File: src/rtl/cmp_mmio_router_pkg.sv
// Shared constants for the CMP memory-mapped router: FSM encoding, well-known
// target indices and the default placement of the target-select address field.
package cardinal_mmio_pkg;

  typedef logic [1:0] state_t;

  localparam logic [1:0] ST_IDLE = 2'd0;
  localparam logic [1:0] ST_REQ  = 2'd1;
  localparam logic [1:0] ST_RSP  = 2'd2;
  localparam logic [1:0] ST_DONE = 2'd3;

  localparam int TGT_DMEM = 0;
  localparam int TGT_NIC  = 3;

  localparam int DEF_SEL_MSB = 16;
  localparam int DEF_SEL_W   = 2;

endpackage

File: src/rtl/cmp_mmio_router_if.sv
// Core/target bus bundle for cmp_mmio_router. All vectors are ascending: bit 0 is the MSB.
// master = core plus target environment, slave = the router itself.
interface cmp_mmio_router_if #(
  parameter int ADDR_W  = 32,
  parameter int DATA_W  = 64,
  parameter int NUM_TGT = 4
);
  logic                        cpu_en;
  logic                        cpu_wr_en;
  logic [0:ADDR_W-1]           cpu_addr;
  logic [0:DATA_W-1]           cpu_wdata;
  logic [0:DATA_W-1]           cpu_rdata;
  logic                        cpu_stall;
  logic [0:NUM_TGT-1]          tgt_en;
  logic [0:NUM_TGT-1]          tgt_wr_en;
  logic [0:ADDR_W-1]           tgt_addr;
  logic [0:DATA_W-1]           tgt_wdata;
  logic [0:NUM_TGT-1]          tgt_ready;
  logic [0:NUM_TGT-1]          tgt_rvalid;
  logic [0:NUM_TGT*DATA_W-1]   tgt_rdata;
  logic                        bus_err;

  modport master (
    output cpu_en, cpu_wr_en, cpu_addr, cpu_wdata, tgt_ready, tgt_rvalid, tgt_rdata,
    input  cpu_rdata, cpu_stall, tgt_en, tgt_wr_en, tgt_addr, tgt_wdata, bus_err
  );

  modport slave (
    input  cpu_en, cpu_wr_en, cpu_addr, cpu_wdata, tgt_ready, tgt_rvalid, tgt_rdata,
    output cpu_rdata, cpu_stall, tgt_en, tgt_wr_en, tgt_addr, tgt_wdata, bus_err
  );
endinterface

File: src/rtl/cmp_mmio_router_decode.sv
// Combinational address decode: extracts the target-select field (SEL_MSB is its
// most significant bit in the ascending address) and flags indices >= NUM_TGT.
module cmp_mmio_decode #(
  parameter int ADDR_W  = 32,
  parameter int SEL_MSB = 16,
  parameter int SEL_W   = 2,
  parameter int NUM_TGT = 4
) (
  input  logic [0:ADDR_W-1] addr_i,
  output logic [SEL_W-1:0]  idx_o,
  output logic              valid_o
);

  assign idx_o   = addr_i[SEL_MSB +: SEL_W];
  assign valid_o = (int'(idx_o) < NUM_TGT);

endmodule

File: src/rtl/cmp_mmio_router.sv
// Memory-mapped request router from the CMP EX/MEM port to NUM_TGT ready/valid targets.
// Optional handshake timeout is compiled in with `define CMP_MMIO_TIMEOUT_EN.
module cmp_mmio_router
  import cardinal_mmio_pkg::*;
#(
  parameter int ADDR_W      = 32,
  parameter int DATA_W      = 64,
  parameter int NUM_TGT     = 4,
  parameter int SEL_MSB     = DEF_SEL_MSB,
  parameter int SEL_W       = DEF_SEL_W,
  parameter int TIMEOUT_CYC = 255
) (
  input  logic               clk,
  input  logic               reset,
  cmp_mmio_router_if.slave   bus
);

  state_t             state_q, state_d;
  logic [SEL_W-1:0]   idx_q, idx_d;
  logic               wr_q, wr_d;
  logic [0:ADDR_W-1]  addr_q, addr_d;
  logic [0:DATA_W-1]  wdata_q, wdata_d;
  logic [0:DATA_W-1]  rdata_q, rdata_d;
  logic               err_q, err_d;

  logic [SEL_W-1:0]   dec_idx;
  logic               dec_vld;
  logic               tmo;

  cmp_mmio_decode #(
    .ADDR_W  (ADDR_W),
    .SEL_MSB (SEL_MSB),
    .SEL_W   (SEL_W),
    .NUM_TGT (NUM_TGT)
  ) u_decode (
    .addr_i  (bus.cpu_addr),
    .idx_o   (dec_idx),
    .valid_o (dec_vld)
  );

`ifdef CMP_MMIO_TIMEOUT_EN
  localparam int CNT_W = $clog2(TIMEOUT_CYC + 1);
  logic [CNT_W-1:0] cnt_q;

  // Counter is zero on the first REQ cycle, so tmo fires in the TIMEOUT_CYC-th waiting cycle.
  always_ff @(posedge clk or posedge reset) begin
    if (reset) begin
      cnt_q <= '0;
    end else if (state_q == ST_REQ || state_q == ST_RSP) begin
      cnt_q <= cnt_q + 1'b1;
    end else begin
      cnt_q <= '0;
    end
  end

  assign tmo = (cnt_q == CNT_W'(TIMEOUT_CYC - 1));
`else
  assign tmo = 1'b0;
`endif

  always_comb begin
    state_d = state_q;
    idx_d   = idx_q;
    wr_d    = wr_q;
    addr_d  = addr_q;
    wdata_d = wdata_q;
    rdata_d = rdata_q;
    err_d   = 1'b0;
    case (state_q)
      ST_IDLE: begin
        if (bus.cpu_en) begin
          idx_d   = dec_idx;
          wr_d    = bus.cpu_wr_en;
          addr_d  = bus.cpu_addr;
          wdata_d = bus.cpu_wdata;
          if (dec_vld) begin
            state_d = ST_REQ;
          end else begin
            state_d = ST_DONE;
            err_d   = 1'b1;
            if (!bus.cpu_wr_en) rdata_d = '0;
          end
        end
      end
      ST_REQ: begin
        if (bus.tgt_ready[idx_q]) begin
          state_d = wr_q ? ST_DONE : ST_RSP;
        end else if (tmo) begin
          state_d = ST_DONE;
          err_d   = 1'b1;
          if (!wr_q) rdata_d = '0;
        end
      end
      ST_RSP: begin
        if (bus.tgt_rvalid[idx_q]) begin
          rdata_d = bus.tgt_rdata[DATA_W*int'(idx_q) +: DATA_W];
          state_d = ST_DONE;
        end else if (tmo) begin
          state_d = ST_DONE;
          err_d   = 1'b1;
          rdata_d = '0;
        end
      end
      default: state_d = ST_IDLE;
    endcase
  end

  always_ff @(posedge clk or posedge reset) begin
    if (reset) begin
      state_q <= ST_IDLE;
      idx_q   <= '0;
      wr_q    <= 1'b0;
      addr_q  <= '0;
      wdata_q <= '0;
      rdata_q <= '0;
      err_q   <= 1'b0;
    end else begin
      state_q <= state_d;
      idx_q   <= idx_d;
      wr_q    <= wr_d;
      addr_q  <= addr_d;
      wdata_q <= wdata_d;
      rdata_q <= rdata_d;
      err_q   <= err_d;
    end
  end

  // Request strobes decode straight from state so an async reset drops them at once.
  always_comb begin
    bus.tgt_en    = '0;
    bus.tgt_wr_en = '0;
    if (state_q == ST_REQ) begin
      bus.tgt_en[idx_q]    = 1'b1;
      bus.tgt_wr_en[idx_q] = wr_q;
    end
  end

  assign bus.tgt_addr  = addr_q;
  assign bus.tgt_wdata = wdata_q;
  assign bus.cpu_rdata = rdata_q;
  assign bus.bus_err   = err_q;
  assign bus.cpu_stall = bus.cpu_en && (state_q != ST_DONE);

endmodule

File: src/flat_wrapper.sv
// flat-port wrapper written by rule: the top's interface ports become plain ports
module cmp_mmio_router_flat import cardinal_mmio_pkg::*;
#(
  parameter int ADDR_W      = 32,
  parameter int DATA_W      = 64,
  parameter int NUM_TGT     = 4,
  parameter int SEL_MSB     = DEF_SEL_MSB,
  parameter int SEL_W       = DEF_SEL_W,
  parameter int TIMEOUT_CYC = 255
)
  (clk, reset, bus_cpu_en, bus_cpu_wr_en, bus_cpu_addr, bus_cpu_wdata, bus_tgt_ready, bus_tgt_rvalid, bus_tgt_rdata, bus_cpu_rdata, bus_cpu_stall, bus_tgt_en, bus_tgt_wr_en, bus_tgt_addr, bus_tgt_wdata, bus_bus_err);
  cmp_mmio_router_if #(.ADDR_W(ADDR_W), .DATA_W(DATA_W), .NUM_TGT(NUM_TGT)) bus_i ();
  input  logic clk;
  input  logic reset;
  input wire logic [$bits(bus_i.cpu_en)-1:0] bus_cpu_en;
  input wire logic [$bits(bus_i.cpu_wr_en)-1:0] bus_cpu_wr_en;
  input wire logic [$bits(bus_i.cpu_addr)-1:0] bus_cpu_addr;
  input wire logic [$bits(bus_i.cpu_wdata)-1:0] bus_cpu_wdata;
  input wire logic [$bits(bus_i.tgt_ready)-1:0] bus_tgt_ready;
  input wire logic [$bits(bus_i.tgt_rvalid)-1:0] bus_tgt_rvalid;
  input wire logic [$bits(bus_i.tgt_rdata)-1:0] bus_tgt_rdata;
  output wire logic [$bits(bus_i.cpu_rdata)-1:0] bus_cpu_rdata;
  output wire logic [$bits(bus_i.cpu_stall)-1:0] bus_cpu_stall;
  output wire logic [$bits(bus_i.tgt_en)-1:0] bus_tgt_en;
  output wire logic [$bits(bus_i.tgt_wr_en)-1:0] bus_tgt_wr_en;
  output wire logic [$bits(bus_i.tgt_addr)-1:0] bus_tgt_addr;
  output wire logic [$bits(bus_i.tgt_wdata)-1:0] bus_tgt_wdata;
  output wire logic [$bits(bus_i.bus_err)-1:0] bus_bus_err;
  assign bus_i.cpu_en = bus_cpu_en;
  assign bus_i.cpu_wr_en = bus_cpu_wr_en;
  assign bus_i.cpu_addr = bus_cpu_addr;
  assign bus_i.cpu_wdata = bus_cpu_wdata;
  assign bus_i.tgt_ready = bus_tgt_ready;
  assign bus_i.tgt_rvalid = bus_tgt_rvalid;
  assign bus_i.tgt_rdata = bus_tgt_rdata;
  assign bus_cpu_rdata = bus_i.cpu_rdata;
  assign bus_cpu_stall = bus_i.cpu_stall;
  assign bus_tgt_en = bus_i.tgt_en;
  assign bus_tgt_wr_en = bus_i.tgt_wr_en;
  assign bus_tgt_addr = bus_i.tgt_addr;
  assign bus_tgt_wdata = bus_i.tgt_wdata;
  assign bus_bus_err = bus_i.bus_err;
  cmp_mmio_router #(.ADDR_W(ADDR_W), .DATA_W(DATA_W), .NUM_TGT(NUM_TGT), .SEL_MSB(SEL_MSB), .SEL_W(SEL_W), .TIMEOUT_CYC(TIMEOUT_CYC)) u_core (.clk(clk), .reset(reset), .bus(bus_i));
endmodule
File: config.mk
export PLATFORM = sky130hd
export DESIGN_NAME = cmp_mmio_router_flat
export DESIGN_NICKNAME = d
export VERILOG_FILES = /design/src/rtl/cmp_mmio_router_pkg.sv /design/src/rtl/cmp_mmio_router_if.sv /design/src/rtl/cmp_mmio_router_decode.sv /design/src/rtl/cmp_mmio_router.sv /design/src/flat_wrapper.sv
export SDC_FILE = /design/constraint.sdc
export NUM_CORES = 1
export LEC_CHECK = 0
export CORE_AREA = 2 2 209 211
export DETAILED_ROUTE_END_ITERATION = 8
export DIE_AREA = 0 0 211 213
export GPL_ROUTABILITY_DRIVEN = 1
export PLACE_DENSITY_LB_ADDON = 0.08
export SYNTH_ARGS = -nofsm -noshare
export SYNTH_HDL_FRONTEND = slang
export SYNTH_SLANG_ARGS = --single-unit
File: constraint.sdc
create_clock -name clk -period 10.8 [get_ports clk]
set_input_delay 2.16 -clock clk [delete_from_list [all_inputs] [get_ports clk]]
set_output_delay 2.16 -clock clk [all_outputs]
set_load 0.01 [all_outputs]
Word-level counts from Yosys, hierarchy flattened

Cells that the tools add are included.

Flip-flop bits (word level): 165
Input port bits: 364
Output and inout bits: 170
Logic and storage cells: 39

$lt $le $gt $ge: 2
Equal/unequal tests: 6
Shifts and indexed selects: 1
Mux-type cells: 15
Bitwise logic cells: 3
Reduce and logical (&&, ||, !) cells: 6

Operators with widths:

| cell                  | number |
|---|---|
| $shiftx A256 B32 Y257 | 1 |
| $not A8 Y32           | 1 |
| $mux W4               | 2 |
| $mux W1               | 6 |
| $mux W2               | 3 |
| $pmux W2 S3           | 1 |
| $and A4 B4 Y4         | 1 |
| $bmux W1 S2           | 2 |
| $ne A2 B1 Y1 const B  | 2 |
| $ne A2 B2 Y1 const B  | 2 |
| $reduce_and A2 Y1     | 2 |
| $ge A3 B3 Y1 const B  | 1 |
| $lt A3 B1 Y1 const B  | 1 |
| $not A2 Y3            | 1 |
| $reduce_and A3 Y1     | 1 |
| $demux W1 S2          | 1 |
| $eq A2 B1 Y1 const B  | 1 |
| $eq A2 B2 Y1 const B  | 1 |
| $logic_and A1 B1 Y1   | 2 |
| $logic_not A2 Y1      | 1 |

Depth between registers and ports, before layout

Gate-level depths: netlist of run 1.

Depth after elaboration: 7
Mapped depth: 6
Depth with buffers taken out: 6

Modules after synthesis

A second synthesis of run 1 with hierarchy kept.

Cell total of the unflattened synthesis: 613
Area total of the unflattened synthesis: 8121.5 sq um

Modules (own cells, without submodules):

| module          | times used | cells an instance | area an instance (sq um) | sequential area each (sq um) |
|---|---|---|---|---|
| cmp_mmio_router | 1          | 609               | 8095.3                   | 4154.0 |
| cmp_mmio_decode | 1          | 4                 | 26.3                     | 0.0 |

Worst setup path after synthesis of run 1

Ideal clock, no wire load.

Kind: input to output
Start: in bus_cpu_en
End: out bus_cpu_stall
Data arrival time: 2357 ps
Data required time: 8640 ps
Setup slack: 6283 ps
Cell stages on the path: 1
Path buffers: 0
Path through: nor2b_1

Word-level cells in the longest chain between the ends: 1

Ends and longest elaborated chain:

| what                | RTL line               | RTL |
|---|---|---|
| start, declared     | flat_wrapper.sv:15     | `input wire logic [$bits(bus_i.cpu_en)-1:0] bus_cpu_en;` |
| $logic_and A1 B1 Y1 | cmp_mmio_router.sv:142 | `assign bus.cpu_stall = bus.cpu_en && (state_q != ST_DONE);` |
| end, declared       | flat_wrapper.sv:23     | `output wire logic [$bits(bus_i.cpu_stall)-1:0] bus_cpu_stall;` |

No other way between the ends.

Final worst setup path of run 1

Same ends and word-level chain as after synthesis.

==> results_dict.tcl, run 1 <==
set metrics [dict create \
    fp.dieW_um 211 \
    seqCellArea_um2 4090 \
    drtIter0Drc 220 \
    ys_types 25 \
    multi_input_area_um2 3740 \
    grt.overflow.total 0 \
    grt_max_degree 75 \
    ys_dominant_reg_cell "dfrtp_1" \
    grt_pass1_wl_um 46100 \
    synthArstFlopShare_pct 100 \
    ir_worst_vdd_mv 0.107 \
    cts_buffers 17 \
    crit_path_end_kind "primary output" \
    clock.fmax_ghz 0.175 \
    cp.required_ns 8.64 \
    synth-compound-area-share_pct 0.558 \
    clockRootBuffer "clkbuf_16" \
    power_density_nw_per_um2 266 \
    grt_antenna_before_repair 11 \
    cts_sinks 163 \
    synth.most_common_cell "dfrtp_1" \
    period_share_pct 52.8 \
    area_growth_pct 79.8 \
    maxSlewViolCount 0 \
    cts_hold_buf 0 \
    outcome "completed" \
    post_cts_buffers 0 \
    yosys.area.top_type_share_pct 50.6 \
    via_per_inst 4.04 \
    drive_gt1_share_pct 27.5 \
    drtAntennaViolNets 0 \
    critPathMaxFanout 3 \
    route.detailed.drc 0 \
    syn_avg_cell_area_um2 17.7 \
    synth_fp_nets 823 \
    nNetsFinal 1347 \
    start_kind "input port" \
    synth_fa_ha_area_share_pct 0.620 \
    fin_cells 1544 \
    wirelength_um 32500 \
    groute.usage.overall_pct 14.3 \
    hold_class "reg -> reg" \
    cts_tree "yes" \
    synth_enable_flop_cells 0 \
    maxCapViolCount 0 \
    fillers 4267 \
    io_buffers 532 \
    core_area_um2 42700 \
    vias 6235 \
    synth_xor_area_share_pct 0 \
    ios 534 \
    fin_skew_ns 0.0124 \
    yosys-top-cells-count "dfrtp_1, mux2_2, mux4_2" \
    synth_top_cell_by_area "dfrtp_1" \
    syn_area_um2 8070 \
    dp.cells 1506 \
    start_util_pct 18.9 \
    fp.dieH_um 213 \
    dp_hpwl_um 25300 \
    first_global_vias 6744 \
    slew_headroom_pct 30.1 \
    p_leak_nw 5.83 \
    synthSimpleGateAreaFrac_pct 1.02 \
    setup_viol 0 \
    ys_seq_area_share_pct 50.6 \
    synth_area_leaders "dfrtp_1, mux4_2, mux2_2, mux2_4, buf_8" \
    rows 76 \
    firstDrtPassIters 4 \
    worstSetupPathType "in -> out" \
    clockBufferDepth 2 \
    hold_viol_final 0 \
    cts_max_level 4 \
    place_congestion 0.695 \
    rsz0062_at_grt "false" \
    setup-tns-final_ns 0 \
    fin_crit_ns 5.70 \
    insertion_delay_ns 0.45 \
    yosysWarnings 0 \
    postSynthRegisterBits 163 \
    worst_pin_slew_ns 1.05 \
    synth_top_family_by_area "multiplexers" \
    netlist_instances 455 \
    crit_arrival_ns 3.54 \
    clk_pin_slew_ns 0.06 \
    die_area_um2 44900 \
    detail_route.wl_per_cell_um 21.0 \
    synthMuxAreaShare_pct 44.0 \
    ctsResizeCount 0 \
]
## power breakdown
part | internal [mW] | switching [mW] | total, mW
Combinational | 1.33 | 0.746 | 2.08
Sequential | 0.933 | 0.223 | 1.16
Clock | 0.340 | 0.282 | 0.622
Total | 2.61 | 1.25 | 3.86
## placed cells by master (no fill, tap or decap), types with 2 or more instances in the layout
cell type and instances:
inv_1 4, ha_1 4, and3b_1 2, clkdlybuf4s50_1 532, mux4_2 65, nand2_1 3, inv_6 4, nor3b_1 3
buf_4 7, clkbuf_8 3, mux2_4 61, clkbuf_16 17, nor2b_1 2, diode_2 6, mux2_2 103, dfrtp_4 2
dfrtp_1 161, clkinv_4 2, clkinvlp_4 4
## per-layer routing
layer	vias to the layer above	track usage [%]	part of all wire, %
li1	2790	-	-
met1	3105	15.7	38
met2	300	24.1	50
met3	28	7.55	11
met4	12	3.79	1.2
met5	-	0	0.22
## critical path: stages
cell	delay, ns
clkdlybuf4s50_1	0.63
nor2b_1	0.19
clkdlybuf4s50_1	0.55
## final cells by class
type,count,share of cell area [%]
well taps,546,4.71
repair buffers,539,37.1
clock buffers,20,3.22
clock inverters,12,0.828
diodes,6,0.103
inverters,5,0.164
flip-flops and latches,163,28.2
multi-input cells,253,25.8
## cells by family after synthesis
family / after synthesis
buf+inv: 39
flops: 163
compound gates: 4
mux: 230
fa+ha+maj: 4
simple gates: 14
other cells: 1
## path summary, 6_finish.rpt
path / startpoint / end / slack, ns / cells after the start
max: bus_cpu_en / bus_cpu_stall / 5.10 / 3
min: u_core.bus.tgt_wdata[29] / u_core.bus.tgt_wdata[29] / 0.50 / 1
max reg2reg: u_core.bus.tgt_addr[16] / u_core.bus.cpu_rdata[2] / 7.57 / 6
min reg2reg: u_core.bus.tgt_wdata[29] / u_core.bus.tgt_wdata[29] / 0.50 / 1
max in group asynchronous: reset / u_core.bus.tgt_wdata[28] / 7.43 / 3
min in group asynchronous: reset / u_core.bus.tgt_addr[0] / 2.10 / 2
## through the flow
stage	power, mW	hold slack (ns)	utilization (%)	setup WS [ns]	cell area, µm²
6_report	3.86	0.504	34.0	5.10	14500
5_1_grt	4.11	0.517	34.0	5.06	14500
4_1_cts	3.96	0.506	34.0	5.09	14500
3_5_place_dp	3.31	0.491	32.6	5.09	13900
3_3_place_gp	3.30	0.487	32.6	5.09	13900
2_1_floorplan	2.29	0.480	-	4.24	8070
## state kept, by name, indices dropped and copies added, names as in the netlist
| register | flops |
|---|---|
| u_core.bus.cpu_rdata | 64 |
| u_core.bus.tgt_wdata | 64 |
| u_core.bus.tgt_addr | 32 |
| u_core.state_q | 2 |
| u_core.wr_q | 1 |
(Power assumes the default switching activity.)
==> run 2: changes to the inputs <==
- CORE_AREA: 2 2 209 211 -> 2 2 208 210
- DIE_AREA: 0 0 211 213 -> 0 0 210 212
- clock period: 10.8 -> 4.7 ns (I/O delays scaled with it)
==> run 2 against run 1 <==
  * Clock power increased by 150%
  * Critical path depth unchanged
  * Via count down 1.5%
  * Cell count shrank 0.13%
  * Core utilization up 0.36 points
  * Register-to-register slack worse by 5.6 ns
  * Hold slack hardly changed
  * First-iteration DRC count shrank 27%
  * Power rose by 130%
  * Setup slack got worse by 3.7 ns
  * Largest power group unchanged
  * Global-route usage grew 0.12 points
  * Wire length decreased by 0.20%
==> results_dict.tcl, run 2 (synthesis gave the netlist of run 1 again) <==
set metrics [dict create \
    core_area_um2 42500 \
    worst_pin_slew_ns 0.841 \
    die_area_um2 44500 \
    first_global_vias 6893 \
    outcome "completed" \
    ios 534 \
    place_congestion 0.721 \
    rows 76 \
    vias 6144 \
    clockBufferDepth 2 \
    fin_skew_ns 0.00908 \
    grt.overflow.total 0 \
    place_ws_ns 1.36 \
    crit_path_end_kind "primary output" \
    io_buffers 532 \
    worstSetupPathType "in -> out" \
    p_leak_nw 5.87 \
    firstDrtPassIters 4 \
    wirelength_um 32400 \
    area_growth_pct 81.0 \
    cts_hold_buf 0 \
    detail_route.wl_per_cell_um 21.0 \
    final_common_cell "clkdlybuf4s50_1" \
    cts_sinks 163 \
    via_per_inst 3.98 \
    drtIter0Drc 161 \
    clk_pin_slew_ns 0.06 \
    drtAntennaViolNets 0 \
    power_density_nw_per_um2 615 \
    post_cts_buffers 0 \
    cp_slowest_cell "clkdlybuf4s50_1" \
    ctsResizeCount 0 \
    nNetsFinal 1349 \
    ir_worst_vdd_mv 0.200 \
    fin_ws_ns 1.41 \
    grt_antenna_before_repair 6 \
    hold_viol_final 0 \
    slew_headroom_pct 43.9 \
    dp_hpwl_um 25500 \
    cts_tree "yes" \
    fp.dieH_um 212 \
    most-common-layout-cells "clkdlybuf4s50_1, dfrtp_1, mux2_2, mux4_2, mux2_4" \
    start_util_pct 19.0 \
    start_kind "input port" \
    route.detailed.drc 0 \
    cts_max_level 4 \
    cp.required_ns 3.76 \
    grt_max_degree 78 \
    clockRootBuffer "clkbuf_16" \
    setup-tns-final_ns 0 \
    critPathBufInv 2 \
    clock.fmax_ghz 0.304 \
    cts_buffers 17 \
    period_share_pct 69.9 \
    drive_gt1_share_pct 27.5 \
    fp.dieW_um 210 \
    critPathMaxFanout 3 \
    hold_class "reg -> reg" \
    grt_pass1_wl_um 46100 \
    maxCapViolCount 0 \
    max_stage_delay_ns 0.62 \
    cp_common_cell "clkdlybuf4s50_1" \
    groute.usage.overall_pct 14.4 \
    rsz0062_at_grt "false" \
    fin_crit_ns 3.29 \
    crit_family "buffers and inverters" \
    setup_viol 0 \
    maxSlewViolCount 0 \
    worstPathCellList "clkdlybuf4s50_1, nor2b_1, clkdlybuf4s50_1" \
    crit_arrival_ns 2.35 \
    insertion_delay_ns 0.44 \
]
run 2: path summary, 6_finish.rpt:
kind,cells after the start,slack [ns],startpoint,end
max in group asynchronous,3,3.01,reset,u_core.bus.tgt_wdata[14]
max reg2reg,5,1.97,u_core.bus.tgt_addr[17],u_core.state_q[1]
min,1,0.50,u_core.bus.tgt_wdata[45],u_core.bus.tgt_wdata[45]
min reg2reg,1,0.50,u_core.bus.tgt_wdata[45],u_core.bus.tgt_wdata[45]
max,3,1.41,bus_cpu_en,bus_cpu_stall
min in group asynchronous,2,0.87,reset,u_core.bus.cpu_rdata[32]
run 2: power breakdown:
part           internal [mW]  leakage [nW]  switching (mW)
Clock                  0.920         0.307           0.618
Combinational           3.08          3.65            1.68
Sequential              2.15          1.92           0.530
Total                   6.14          5.87            2.83
run 2: cell type report:
type                       count  area, µm²
fill                        4178      27900
clock buffer                  20        457
antenna                        3       7.51
inverter                       5       22.5
timing repair buffer         541       5430
sequential                   163       4090
clock inverter                11        176
tap                          546        683
multi-input combinational    253       3740
run 2: per-stage QoR:
stage          util [%]  cell area (µm²)  hold slack [ns]  power (mW)  instances
6_report           34.4            14600            0.504        8.97       1542
3_3_place_gp       32.8            14000            0.486        7.57       1508
2_1_floorplan         -             8070            0.480        5.26        455
5_1_grt            34.3            14600            0.515        9.53       1540
3_5_place_dp       32.8            14000            0.490        7.58       1508
4_1_cts            34.3            14600            0.507        9.19       1539
run 2: routing by layer:
metal  wire, µm  global-route usage, %  up-vias
met2      16400                   25.2      305
li1           -                      -     2793
met3       3490                   6.93       26
met1      12000                   15.5     3012
met4        372                   3.99        8
met5         57                      0        -
